<file path="config.mk">
export PLATFORM = sky130hd
export DESIGN_NAME = spi_master
export DESIGN_NICKNAME = d
export VERILOG_FILES = /design/src/rtl/spi_master_pkg.sv /design/src/rtl/spi_clk_div.sv /design/src/rtl/spi_master.sv
export SDC_FILE = /design/constraint.sdc
export NUM_CORES = 1
export LEC_CHECK = 0
export BUFFER_PORTS_ARGS = -buffer_cell sky130_fd_sc_hd__buf_2
export CAP_MARGIN = 20
export CORE_MARGIN = 3
export CORE_UTILIZATION = 50
export DETAILED_ROUTE_END_ITERATION = 10
export PLACE_DENSITY = 0.72
export SETUP_SLACK_MARGIN = 0.15
export SYNTH_ARGS = -nofsm -noshare
export SYNTH_HDL_FRONTEND = slang
export SYNTH_SLANG_ARGS = --single-unit
</file>
<file path="constraint.sdc">
create_clock -name clk -period 2.15 [get_ports clk]
set_input_delay 0.43 -clock clk [delete_from_list [all_inputs] [get_ports clk]]
set_output_delay 0.43 -clock clk [all_outputs]
set_load 0.02 [all_outputs]
</file>
<file path="src/rtl/spi_master_pkg.sv">
// Shared SPI constants and types.
// Holds the word width, the spi_master FSM state encoding, and the
// constants used by the companion spi_slave block.
package spi_master_pkg;

  localparam int WORD_W    = 32;
  localparam int BIT_CNT_W = $clog2(WORD_W + 1);

  typedef enum logic [2:0] {
    IDLE  = 3'd0,
    SETUP = 3'd1,
    SHIFT = 3'd2,
    HOLD  = 3'd3,
    GAP   = 3'd4
  } master_state_t;

  // spi_slave constants
  typedef enum logic [1:0] {
    SLV_IDLE   = 2'd0,
    SLV_ACTIVE = 2'd1,
    SLV_DONE   = 2'd2
  } slave_state_t;

  localparam logic [WORD_W-1:0] SLAVE_RESET_WORD = '0;

endpackage

</file>
<file path="src/rtl/spi_clk_div.sv">
// SCK phase timer for spi_master.
// Counts CLK_DIV clk cycles per SCK half-period while enabled and strobes
// fall_tick / rise_tick on the cycle whose closing edge should move SCK.
// Ports:
//   clk, reset_n      system clock, async active-low reset
//   en                counting enable (high only while shifting)
//   rise_tick         SCK should go high on this edge
//   fall_tick         SCK should go low on this edge
module spi_clk_div #(
  parameter int CLK_DIV = 4
) (
  input  logic clk,
  input  logic reset_n,
  input  logic en,
  output logic rise_tick,
  output logic fall_tick
);

  localparam int CNT_W = $clog2(CLK_DIV);

  logic [CNT_W-1:0] cnt;
  logic             high_phase;
  logic             wrap;

  assign wrap = en && (cnt == CNT_W'(CLK_DIV - 1));

  // The master raises SCK itself when entering SHIFT, so the timer always
  // starts in the high half-period.
  always_ff @(posedge clk or negedge reset_n) begin
    if (!reset_n) begin
      cnt        <= '0;
      high_phase <= 1'b1;
    end else if (!en) begin
      cnt        <= '0;
      high_phase <= 1'b1;
    end else if (wrap) begin
      cnt        <= '0;
      high_phase <= !high_phase;
    end else begin
      cnt <= cnt + 1'b1;
    end
  end

  assign fall_tick = wrap && high_phase;
  assign rise_tick = wrap && !high_phase;

endmodule

</file>
<file path="src/rtl/spi_master.sv">
// SPI mode-0 master with a one-word TX buffer and a one-word RX holding
// register.
// Ports:
//   clk, reset_n               system clock, async active-low reset
//   wr_en, wr_data             load a 32-bit word into the TX buffer
//   wr_buffer_free             TX buffer empty
//   rd_data                    last complete received word
//   rd_data_available, rd_ack  received-word flag and its acknowledge
//   rd_overrun                 one-cycle pulse when unacknowledged data is replaced
//   busy                       FSM is not in IDLE
//   SPI_SCK, SPI_SS, SPI_MOSI  master pins (SS active-low)
//   SPI_MISO                   slave data, sampled directly
module spi_master
  import spi_master_pkg::*;
#(
  parameter int CLK_DIV = 4,
  parameter int SS_GAP  = 4
) (
  input  logic              clk,
  input  logic              reset_n,
  input  logic              wr_en,
  input  logic [WORD_W-1:0] wr_data,
  output logic              wr_buffer_free,
  output logic [WORD_W-1:0] rd_data,
  output logic              rd_data_available,
  input  logic              rd_ack,
  output logic              rd_overrun,
  output logic              busy,
  output logic              SPI_SCK,
  output logic              SPI_SS,
  output logic              SPI_MOSI,
  input  logic              SPI_MISO
);

  localparam int CNT_MAX = (CLK_DIV > SS_GAP) ? CLK_DIV : SS_GAP;
  localparam int CNT_W   = $clog2(CNT_MAX + 1);

  master_state_t state, next_state;

  logic [CNT_W-1:0]     cnt;
  logic [BIT_CNT_W-1:0] bit_cnt;
  logic [WORD_W-1:0]    buf_data;
  logic                 buf_full;
  logic [WORD_W-1:0]    shift_reg;
  logic [WORD_W-1:0]    rx_reg;
  logic                 sck_q;
  logic                 ss_q;

  logic rise_tick, fall_tick;
  logic load, first_rise, finish, sample_evt, fall_evt, advance;

  spi_clk_div #(.CLK_DIV(CLK_DIV)) u_clk_div (
    .clk       (clk),
    .reset_n   (reset_n),
    .en        (state == SHIFT),
    .rise_tick (rise_tick),
    .fall_tick (fall_tick)
  );

  always_ff @(posedge clk or negedge reset_n) begin
    if (!reset_n) state <= IDLE;
    else          state <= next_state;
  end

  // The SS-high interval between words is the GAP cycles plus the IDLE
  // cycle that launches the next word, so GAP itself runs SS_GAP-1 cycles.
  // The final rise_tick of SHIFT (after the last falling edge) is not an
  // SCK edge; it only marks the end of the last low half-period.
  always_comb begin
    next_state = state;
    load       = 1'b0;
    first_rise = 1'b0;
    finish     = 1'b0;
    case (state)
      IDLE: begin
        if (buf_full) begin
          load       = 1'b1;
          next_state = SETUP;
        end
      end
      SETUP: begin
        if (cnt == CNT_W'(CLK_DIV - 1)) begin
          first_rise = 1'b1;
          next_state = SHIFT;
        end
      end
      SHIFT: begin
        if (rise_tick && (bit_cnt == BIT_CNT_W'(WORD_W))) next_state = HOLD;
      end
      HOLD: begin
        if (cnt == CNT_W'(CLK_DIV - 1)) begin
          finish     = 1'b1;
          next_state = (SS_GAP > 1) ? GAP : IDLE;
        end
      end
      GAP: begin
        if (cnt == CNT_W'(SS_GAP - 2)) next_state = IDLE;
      end
      default: next_state = IDLE;
    endcase
  end

  assign sample_evt = first_rise ||
                      ((state == SHIFT) && rise_tick && (bit_cnt != BIT_CNT_W'(WORD_W)));
  assign fall_evt   = (state == SHIFT) && fall_tick;
  assign advance    = fall_evt && (bit_cnt < BIT_CNT_W'(WORD_W - 1));

  always_ff @(posedge clk or negedge reset_n) begin
    if (!reset_n) begin
      cnt <= '0;
    end else if (next_state != state) begin
      cnt <= '0;
    end else if ((state == SETUP) || (state == HOLD) || (state == GAP)) begin
      cnt <= cnt + 1'b1;
    end
  end

  always_ff @(posedge clk or negedge reset_n) begin
    if (!reset_n) begin
      buf_full <= 1'b0;
      buf_data <= '0;
    end else if (load) begin
      buf_full <= 1'b0;
    end else if (wr_en && !buf_full) begin
      buf_full <= 1'b1;
      buf_data <= wr_data;
    end
  end

  always_ff @(posedge clk or negedge reset_n) begin
    if (!reset_n) begin
      shift_reg <= '0;
      rx_reg    <= '0;
      bit_cnt   <= '0;
      sck_q     <= 1'b0;
      ss_q      <= 1'b1;
    end else begin
      if (load) begin
        shift_reg <= buf_data;
        bit_cnt   <= '0;
        ss_q      <= 1'b0;
      end
      if (sample_evt) begin
        rx_reg <= {rx_reg[WORD_W-2:0], SPI_MISO};
        sck_q  <= 1'b1;
      end
      if (fall_evt) begin
        sck_q   <= 1'b0;
        bit_cnt <= bit_cnt + 1'b1;
      end
      if (advance) shift_reg <= {shift_reg[WORD_W-2:0], 1'b0};
      if (finish)  ss_q      <= 1'b1;
    end
  end

  // New data always replaces old; an acknowledge in the completion cycle
  // means the consumer took the old word, so no overrun is flagged.
  always_ff @(posedge clk or negedge reset_n) begin
    if (!reset_n) begin
      rd_data           <= '0;
      rd_data_available <= 1'b0;
      rd_overrun        <= 1'b0;
    end else begin
      rd_overrun <= 1'b0;
      if (finish) begin
        rd_data           <= rx_reg;
        rd_data_available <= 1'b1;
        rd_overrun        <= rd_data_available && !rd_ack;
      end else if (rd_ack) begin
        rd_data_available <= 1'b0;
      end
    end
  end

  assign wr_buffer_free = !buf_full;
  assign busy           = (state != IDLE);
  assign SPI_SCK        = sck_q;
  assign SPI_SS         = ss_q;
  assign SPI_MOSI       = shift_reg[WORD_W-1];

endmodule

</file>
==> results of run 1 <==
synthesized netlist by cell type, types with 3 or more instances:
cell,instances,area (µm²)
nor2_1,10,37.54
o21ai_0,29,145.1
clkbuf_1,6,22.52
ha_1,6,75.07
nand4_1,3,18.77
mux2_2,90,1013
nor3_1,4,20.02
buf_1,3,11.26
o21ai_1,7,35.03
buf_2,9,45.04
dfrtp_1,146,3654
inv_1,7,26.28
mux2_1,8,90.09
a22oi_1,31,232.7
buf_6,7,78.83
a21oi_1,5,25.02
nand2_1,43,161.4
where the power goes:
group / switching (W) / internal [W] / total, W / leakage [nW]
Clock: 0.00114 / 0.00174 / 0.00288 / 0.266
Sequential: 0.000480 / 0.00357 / 0.00405 / 1.92
Combinational: 0.00101 / 0.000970 / 0.00198 / 1.34
Total: 0.00263 / 0.00628 / 0.00891 / 3.53
path summary, 6_finish.rpt:
| path | from | end | slack [ns] | depth (start not counted) |
|---|---|---|---|---|
| setup reg to reg | cnt[0] | rx_reg[20] | 0.26 | 7 |
| max in group asynchronous | reset_n | buf_data[0] | 1.01 | 3 |
| hold reg to reg | SPI_SS | SPI_SS | 0.46 | 2 |
| min in group asynchronous | reset_n | buf_data[9] | 0.50 | 2 |
| hold / removal | wr_data[21] | buf_data[21] | 0.23 | 2 |
| setup / recovery | cnt[0] | rx_reg[20] | 0.26 | 7 |
layout make-up:
type	instances	area (µm²)	share of cell area [%]
clock inverters	11	128.9	1.789
clock buffers	21	450.4	6.252
multi-input cells	264	2150	29.84
repair buffers	89	564.3	7.833
well taps	143	178.9	2.484
flip-flops and latches	148	3706	51.44
inverters	7	26.28	0.3647
through the flow:
stage	total power (W)	setup WS, ns	cells	cell area (µm²)	util [%]
floorplan	0.005505	0.3278	445	6040	-
global placement	0.005976	0.3125	650	6610	56.92
detailed placement	0.006083	0.2540	650	6610	56.92
CTS	0.009008	0.2322	683	7199	61.99
global route	0.009427	0.1458	683	7204	62.03
finish	0.008905	0.2556	683	7204	62.03
routing by layer:
metal / wire length (µm) / track usage [%]
met1: 5005 / 22.70
met2: 4836 / 25.47
met5: 0 / 0
met3: 591 / 5.170
met4: 174 / 6.497
critical path, stage by stage, from the launching register on:
cell	delay, ns
dfrtp_1	0.41
ha_1	0.22
ha_1	0.22
nand2_1	0.14
nor3_2	0.07
nor2_2	0.13
buf_12	0.22
mux2_2	0.36
timing repair:
| action | in CTS | in global routing |
|---|---|---|
| setup endpoints to repair | 0 | 23 |
| resized for setup | 0 | 1 |
| hold buffers | 1 | 0 |
| endpoints found under the hold margin | 38 | 0 |
| buffers inserted | 0 | 0 |
cell families after synthesis:
group	after synthesis	synth area share [%]
AOI/OAI and AO/OA	79	8.556
xor gates and xnor gates	3	0.4351
adders and majority gates	6	1.243
buffers and inverters	33	3.170
DFF	148	61.36
muxes	99	18.44
and+or+nand+nor	77	6.795
==> metrics.md, run 1 <==
| Metric | Value |
|---|---|
| Outcome | finished, final reports clean |
| Largest net degree at the start of global routing | between 60 and 70 |
| VDD IR max | a little under 700 µV |
| Pleak | 3.528 nW |
| # diodes | 0 |
| Vias in the first global route | about 3.7k |
| I/O pin cnt | 76 |
| Initial antenna violation count | 0 |
| Startpoint types | register |
| Synthesized flop and latch total | 148 |
| Clock buffer depth | 2 |
| Crit. End Element | register |
| Netlist Area Pre-Place | a little over 0.006 mm² |
| Drt pass-1 iters | 4 |
| Period utilization | between 80 and 90% |
| RSZ-0062 raised after global routing | yes |
| All-Layer GR Usage | roughly 17% |
| PortBufs | between 70 and 80 |
| Max_cap viols | 0 |
| Die area | around 0.013 mm² |
| Warning count from the yosys run | 0 |
| Crit path kind | reg2reg |
| Post-route ant nets | 0 |
| Worst clock skew | 0.006444 ns |
| Initial Utilization | a little over half |
| # fillers | 881 |
| Max-slew violations | 0 |
| HP Class | in2reg |
| Initial drt markers | between 150 and 200 |
| CTS tree | yes |
| Post-route setup TNS | 0 ns |
| Die height | around 120 µm |
| Ys flop type | dfrtp_1 |
| Most frequent cells in the layout | 146 x dfrtp_1, 90 x mux2_2, 74 x buf_2 |
| Vias/cell | between 5 and 6 |
| Global route overflow | 0 |
| Final Net Count | 570 |
| Post-synthesis average cell area | 13.57 µm² |
| DRC viols | 0 |
| Critical path peak fanout | 32 |
| Synth Net Count | ~490 |
| Ys async rst share | 100.0% |
| Final setup viols | 0 |
| Row count | 39 |
| Clk Latency, worst-skew pair | 0.41 ns |
| Highest clock rate | 0.5279 GHz |
| Die Wd | around 120 µm |
| CTS Buf Count | 17 |
| Slew @ Worst Pin | approximately 0.53 ns |
| DR WL/cell | 15.53 µm |
| First-pass GRT wire length | 17760 µm |
| Fin crit period | 1.894 ns |
| Share of cells above drive strength 1 | approximately two fifths |
| Final wirelength | approximately 11000 µm |
| CTS Root Cell | clkbuf_16 |
| TritonCTS Sinks | roughly 150 |
| DP HPWL | between 6000 and 7000 µm |
| GPL Wtd Cong | 0.7736 |
| CP arrival | 2.19 ns |
| Post-synthesis cell type count | 42 |
| Worst Path Required | about 2.5 ns |
| Pwr/cell area | approximately 1200 mW/mm² |
| Post-synth EDFFs | 0 |
| Worst relative slew slack | 64.31% |
| Core area | approximately 0.012 mm² |
| H-tree Lvls | 4 |
| Total number of vias | ~3.7k |
| Synth Instances | between 400 and 500 |
| Hold_ws | about 0.23 ns |
| Most common cell after layout, fill and taps aside | dfrtp_1 |
| Area growth syn-to-layout | 19.29% |
| Seq/Total Area, Yosys | 61.36% |
| Clock-pin slew on the worst setup and hold paths | around 0.060 ns |
| Final hold violations | 0 |
(Power assumes the default switching activity.)
==> inputs of run 2 (changes only) <==
Settings changed: ABC_AREA from default to 1.
==> run 2 against run 1 <==
- worst hold slack worse by 0.056 ns
- power is 2.6% higher
- clock skew hardly changed
- largest power group unchanged
- critical endpoint is now busy
- largest cell class unchanged
- flip-flop and latch count stayed put
- core utilization is 0.69 points higher
- via count is 23% higher
- sequential power is 3% lower
- clock-buffer cell count is 1 higher
- maximum frequency is 4.8% higher
- critical path type is now reg2out
==> metrics.md, run 2 <==
| Metric | Value |
|---|---|
| Post-synthesis average cell area | 9.355 µm² (was 13.57 µm²) |
| Metal3 WL | 503 µm (was 591 µm) |
| Die area | 0.01364 mm² (was 0.01343 mm²) |
| Share of cells above drive strength 1 | 20.03% (was 40.74%) |
| DP HPWL | 7741 µm (was 6825 µm) |
| Crit. End Element | output port (was register) |
| Final WS setup | 0.3432 ns (was 0.2556 ns) |
| Period utilization | 84.04% (was 88.11%) |
| I/O pin cnt | 76 (unchanged) |
| Row count | 39 (unchanged) |
| Total number of vias | 4517 (was 3658) |
| Worst clock skew | 0.006410 ns (was 0.006444 ns) |
| Initial Utilization | 52.40% (was 52.00%) |
| Final wirelength | 12080 µm (was 10610 µm) |
| All-Layer GR Usage | 19.14% (was 16.75%) |
| H-tree Lvls | 4 (unchanged) |
| Final hold violations | 0 (unchanged) |
| Cell area after placement | 0.006660 mm² (was 0.006610 mm²) |
| Warning count from the yosys run | 0 (unchanged) |
| Vias/cell | 5.036 (was 5.356) |
| Worst relative slew slack | 57.12% (was 64.31%) |
| Area of the multi-input gates | 0.001993 mm² (was 0.002150 mm²) |
| Synth area leader | dfrtp_1 (unchanged) |
| CTS Buf Count | 17 (unchanged) |
| Post-synth top area share | 59.53% (was 60.49%) |
| Critical path peak fanout | 7 (was 32) |
| Die height | 116.8 µm (was 115.9 µm) |
| HP Class | in2reg (unchanged) |
| Vias in the first global route | 4502 (was 3704) |
| Clk Latency, worst-skew pair | 0.41 ns (about the same) |
| Synth Net Count | 699 (was 488) |
| Fin crit period | 1.807 ns (was 1.894 ns) |
| Met2 wire length | 6022 µm (was 4836 µm) |
| TritonCTS Sinks | 148 (unchanged) |
| Top Metal Used | met4 (unchanged) |
| VDD IR max | 513.7 µV (was 677.9 µV) |
| Post-synth top cells | 155 x nand2_1, 146 x dfrtp_1, 77 x nor2_1 (was 146 x dfrtp_1, 90 x mux2_2, 43 x nand2_1) |
| Clock buffer depth | 2 (unchanged) |
| Final Net Count | 784 (was 570) |
| CP arrival | 1.38 ns (was 2.19 ns) |
| Synth Instances | 656 (was 445) |
| Post-synthesis cell type count | 29 (was 42) |
| Pleak | 4.029 nW (was 3.528 nW) |
| Area growth syn-to-layout | 19.69% (was 19.29%) |
| Global route overflow | 0 (unchanged) |
| Pwr/cell area | 1244 mW/mm² (was 1236 mW/mm²) |
| Met1 Wirelength | 5370 µm (was 5005 µm) |
| First-pass GRT wire length | 20490 µm (was 17760 µm) |
| Ys flop type | dfrtp_1 (unchanged) |
| Post-synth EDFFs | 0 (unchanged) |
| Max_cap viols | 0 (unchanged) |
| Drt pass-1 iters | 4 (unchanged) |
| Post-Layout Inst Area | 0.007346 mm² (was 0.007204 mm²) |
| Final setup viols | 0 (unchanged) |
| Outcome | finished, final reports clean (unchanged) |
| Seq/Total Area, Yosys | 60.39% (was 61.36%) |
| DRC viols | 0 (unchanged) |
| # fillers | 966 (was 881) |
| Synthesized flop and latch total | 148 (unchanged) |
| Initial antenna violation count | 0 (unchanged) |
| Post-route setup TNS | 0 ns (unchanged) |
| CTS Root Cell | clkbuf_16 (unchanged) |
| Crit path kind | reg2out (was reg2reg) |
| Most frequent cells in the layout | 154 x nand2_1, 146 x dfrtp_1, 77 x nor2_1 (was 146 x dfrtp_1, 90 x mux2_2, 74 x buf_2) |
| Register area | 0.003706 mm² (unchanged) |
| Top cells by area, synth | dfrtp_1 60%, nand2_1 9.5%, a21oi_1 5.2%, nor2_1 4.7%, inv_1 4.5% (was dfrtp_1 60%, mux2_2 17%, a22oi_1 3.9%, nand2_1 2.7%, o21ai_0 2.4%) |
| Most common cell after layout, fill and taps aside | nand2_1 (was dfrtp_1) |
| Core area | 0.01171 mm² (was 0.01161 mm²) |
| # diodes | 0 (unchanged) |
| Post-Place Worst Slack | 0.2510 ns (was 0.2540 ns) |
| Highest clock rate | 0.5535 GHz (was 0.5279 GHz) |
| Initial drt markers | 353 (was 151) |
| Die Wd | 116.8 µm (was 115.9 µm) |
| Post-route ant nets | 0 (unchanged) |
| Largest net degree at the start of global routing | 59 (was 64) |
| Worst Path Required | 1.72 ns (was 2.45 ns) |
| CTS tree | yes (unchanged) |
| GPL Wtd Cong | 0.8151 (was 0.7736) |
| Max-slew violations | 0 (unchanged) |
| PortBufs | 75 (unchanged) |
| Cell with the most instances after synthesis | nand2_1 (was dfrtp_1) |
| DR WL/cell | 13.47 µm (was 15.53 µm) |
| Slew @ Worst Pin | 0.6425 ns (was 0.5334 ns) |
| Startpoint types | register (unchanged) |
| Ys async rst share | 100.0% (unchanged) |
| Clock-pin slew on the worst setup and hold paths | 0.06 ns (about the same) |
| Netlist Area Pre-Place | 0.006137 mm² (was 0.006040 mm²) |
| RSZ-0062 raised after global routing | no (was yes) |
## run 2: cell types whose count changed after synthesis, moves of 22 or more
| cell | change |
|---|---|
| a21oi_1 | +59 |
| a22oi_1 | -31 |
| inv_1 | +66 |
| mux2_2 | -85 |
| nand2_1 | +112 |
| nand3_1 | +22 |
| nor2_1 | +67 |
## run 2: path summary, 6_finish.rpt
path                       depth (start not counted)  slack [ns]        startpoint               end
setup / recovery                                   3        0.34          state[0]              busy
hold / removal                                     2        0.18            rd_ack        rd_overrun
setup reg to reg                                   9        0.36            cnt[1]         rx_reg[7]
hold reg to reg                                    1        0.44  u_clk_div.cnt[0]  u_clk_div.cnt[0]
max in group asynchronous                          3        0.87           reset_n       rd_data[29]
min in group asynchronous                          2        0.49           reset_n       rd_data[13]
## run 2: metal layers
metal / global-route usage (%) / vias to the layer above
li1: - / 2239
met1: 24.38 / 2177
met2: 31.13 / 85
met3: 5.656 / 16
met4: 7.339 / 0
met5: 0 / -
## run 2: logic make-up (layout without fill, tap and decap cells)
family / count (synthesis) / count (layout) / synth area share (%)
simple gates: 270 / 271 / 18.06
fa+ha+maj: 6 / 6 / 1.223
buf+inv: 103 / 200 / 7.360
flops: 148 / 148 / 60.39
mux: 15 / 15 / 3.364
compound gates: 110 / 110 / 9.032
xor+xnor: 4 / 4 / 0.5710
## run 2: cell type report
cell class                      count  share of cell area (%)
Clock buffer                       22                   6.319
Clock inverter                     10                   2.419
Inverter                           75                   3.832
Multi-Input combinational cell    406                   27.13
Sequential cell                   148                   50.45
Tap cell                          143                   2.436
Timing Repair Buffer               93                   7.409
## run 2: stage by stage
step	total power [W]	hold slack, ns	cells	util [%]
after detailed placement	0.005935	0.3690	860	56.87
final	0.009139	0.1773	897	62.72
after global routing	0.009772	0.1555	897	62.72
after CTS	0.009199	0.1585	893	62.44
after global placement	0.005810	0.3625	860	56.87
after floorplan	0.005414	0.1344	656	-
## run 2: report_power, final
group	internal [W]	leakage (nW)	switching, W	total (W)
clock network	0.00211	0.314	0.00108	0.00319
registers	0.00356	1.88	0.000366	0.00393
logic	0.000716	1.84	0.00131	0.00202
## run 2: timing repair
action	CTS	global route
hold buffers	1	0
buffers inserted	0	3
gates resized for setup	0	1
endpoints found under the hold margin	36	0
setup endpoints to repair	0	21
## run 2: critical path, stage by stage, from the launching register on
cell and delay (ns):
dfrtp_1 0.48, nor2_1 0.22, nand2_1 0.10, buf_2 0.17
==> inputs of run 3 (changes only) <==
Settings changed: ABC_AREA 1 to 0.
Clock period 2.15 ns to 1.71 ns, I/O delays scaled along.
==> run 3 against run 2 <==
- the flow now finishes with violations (setup timing)
- largest cell class unchanged
- die area is 1.5% lower
- sequential power is 31% higher
- flip-flop and latch count stayed put
- final area is 13% higher
- register-to-register slack worse by 0.48 ns
- global-route usage is 0.41 points higher
- first-iteration DRC count is 38% lower
==> metrics.md, run 3 (synthesis results as in run 1) <==
| Metric | Value |
|---|---|
| Worst clock skew | 0.01574 ns (was 0.006410 ns) |
| RR Endpoint | rx_reg[15] (was rx_reg[7]) |
| Fin crit period | between 1.5 and 2 ns |
| Final wirelength | 14010 µm (was 12080 µm) |
| RSZ-0062 raised after global routing | yes (was no) |
| Die area | 0.01343 mm² (was 0.01364 mm²) |
| All-Layer GR Usage | 19.55% (was 19.14%) |
| Clk Latency, worst-skew pair | 0.42 ns (was 0.41 ns) |
| CTS Root Cell | clkbuf_16 (unchanged) |
| GPL Wtd Cong | 0.7421 (was 0.8151) |
| Outcome | finished, violations left (was finished, final reports clean) |
| Placed cells | 662 (was 860) |
| Startpoint types | register (unchanged) |
| Final hold violations | 0 (unchanged) |
| Most frequent cells in the layout | 145 x dfrtp_1, 72 x buf_2, 64 x mux2_4 (was 154 x nand2_1, 146 x dfrtp_1, 77 x nor2_1) |
| Initial antenna violation count | 0 (unchanged) |
| HP Class | in2reg (unchanged) |
| Vias/cell | 5.594 (was 5.036) |
| Clock-pin slew on the worst setup and hold paths | 0.06 ns (about the same) |
| Hold Crit Start | wr_data[20] (was rd_ack) |
| Hold_ws | 0.1517 ns (was 0.1773 ns) |
| CP Launch Point | state[0] (unchanged) |
| CTS Buf Count | 17 (unchanged) |
| Slew @ Worst Pin | 0.4694 ns (was 0.6425 ns) |
| Post-route ant nets | 0 (unchanged) |
| Drt pass-1 iters | 4 (unchanged) |
| Crit. End Element | register (was output port) |
| Final Net Count | 612 (was 784) |
| Pwr/cell area | 1493 mW/mm² (was 1244 mW/mm²) |
| Finished Core Util | 71.63% (was 62.72%) |
| H-tree Lvls | 4 (unchanged) |
| I/O pin cnt | 76 (unchanged) |
| Worst relative slew slack | 68.71% (was 57.12%) |
| Row count | 39 (unchanged) |
| Post-route non-filler standard cell count | 725 (was 897) |
| Total number of vias | 4056 (was 4517) |
| R2R setup slack | -0.12 ns (was 0.36 ns) |
| Max_cap viols | 0 (unchanged) |
| Area growth syn-to-layout | 37.75% (was 19.69%) |
| Initial Utilization | 52.00% (was 52.40%) |
| Highest clock rate | ~0.55 GHz |
| Share of cells above drive strength 1 | 54.12% (was 20.03%) |
| Initial drt markers | 220 (was 353) |
| Critical path peak fanout | 6 (was 7) |
| Final setup viols | 54 (was 0) |
| Pleak | 4.140 nW (was 4.029 nW) |
| Die height | 115.9 µm (was 116.8 µm) |
| Worst Path Required | 2.00 ns (was 1.72 ns) |
| FF-to-FF path depth | 6 (was 9) |
| Crit path kind | reg2reg (was reg2out) |
| DP HPWL | 7339 µm (was 7741 µm) |
| Post-Place Worst Slack | -0.05459 ns (was 0.2510 ns) |
| DR WL/cell | 19.33 µm (was 13.47 µm) |
| TritonCTS Sinks | 148 (unchanged) |
| Max-slew violations | 0 (unchanged) |
| Die Wd | 115.9 µm (was 116.8 µm) |
| CP arrival | 2.12 ns (was 1.38 ns) |
| Most common cell after layout, fill and taps aside | dfrtp_1 (was nand2_1) |
| Vias in the first global route | 4112 (was 4502) |
| CTS tree | yes (unchanged) |
| FF-to-FF Start | state[0] (was cnt[1]) |
| First-pass GRT wire length | 20250 µm (was 20490 µm) |
| Period utilization | 107.1% |
| Largest net degree at the start of global routing | 60 (was 59) |
| VDD IR max | 975.9 µV (was 513.7 µV) |
| PortBufs | 75 (unchanged) |
| Failing checks | setup timing |
| Hold depth | 2 (unchanged) |
| Global route overflow | 0 (unchanged) |
| Clock buffer depth | 2 (unchanged) |
| # diodes | 0 (unchanged) |
| Final WS setup | -0.1208 ns (was 0.3432 ns) |
| Min-Delay Endpoint | buf_data[20] (was rd_overrun) |
| Core area | 0.01161 mm² (was 0.01171 mm²) |
| DRC viols | 0 (unchanged) |
## run 3: cell types whose count changed in the layout (fill, tap and decap cells not counted), moves of 10 or more
cell / change
nand2_1: -112
nor2_1: -68
inv_1: -67
a21oi_1: -61
mux2_4: +54
o21ai_0: -36
mux2_2: +26
nand3_1: -22
o21ai_2: +19
a22oi_1: +16
a22oi_2: +15
buf_4: +12
buf_12: +10
## run 3: layout make-up
class | count | area, µm²
flip-flops and latches | 148 | 3707
fillers | 750 | 3294
multi-input cells | 265 | 2696
repair buffers | 130 | 1141
clock buffers | 26 | 489.2
well taps | 143 | 178.9
clock inverters | 6 | 80.08
inverters | 7 | 26.28
## run 3: how the worst max path moves through the flow
| stage | slack, ns | cells after the start | to |
|---|---|---|---|
| after global routing | -0.17 | 7 | rx_reg[5] |
| after floorplan | 0.02 | 5 | shift_reg[23] |
| final | -0.12 | 6 | rx_reg[15] |
| after detailed placement | -0.05 | 6 | shift_reg[18] |
| after global placement | 0.01 | 7 | rx_reg[17] |
| after CTS | -0.05 | 2 | busy |
## run 3: power breakdown
| part | total [W] | internal, W | switching, W |
|---|---|---|---|
| registers | 0.00515 | 0.00449 | 0.000658 |
| logic | 0.00367 | 0.00190 | 0.00177 |
| clock network | 0.00360 | 0.00226 | 0.00135 |
| total | 0.0124 | 0.00865 | 0.00377 |
## run 3: stage by stage
| step | setup TNS [ns] | instance area, µm² | total power [W] |
|---|---|---|---|
| floorplan | 0 | 6275 | 0.007172 |
| global placement | 0 | 6914 | 0.007786 |
| detailed placement | -0.5900 | 6914 | 0.007966 |
| CTS | -1.339 | 7691 | 0.01168 |
| global route | -7.375 | 8319 | 0.01307 |
| finish | -3.702 | 8319 | 0.01242 |
## run 3: what timing repair did
action                                  in CTS  in global routing
cloned                                       3                 10
hold buffers                                 1                  0
resized for setup                           24                 92
setup buffers                                9                  9
endpoints found under the setup margin      72                106
endpoints found under the hold margin      108                  0
pin swaps                                    2                 30
## run 3: routing by layer
layer | up-vias | GRT usage, % | part of all wire (%)
met2 | 114 | 32.45 | 51
met5 | - | 0 | 0
met1 | 2080 | 24.87 | 43
met4 | 0 | 7.038 | 1.7
met3 | 23 | 5.170 | 4.6
li1 | 1839 | - | -
## run 3: critical path, cell delays in order, from the launching register on
cell and delay, ns:
dfrtp_1 0.43, nand4bb_4 0.28, a211oi_4 0.31, nor2_4 0.08, buf_12 0.15, clkbuf_16 0.16
mux2_4 0.29
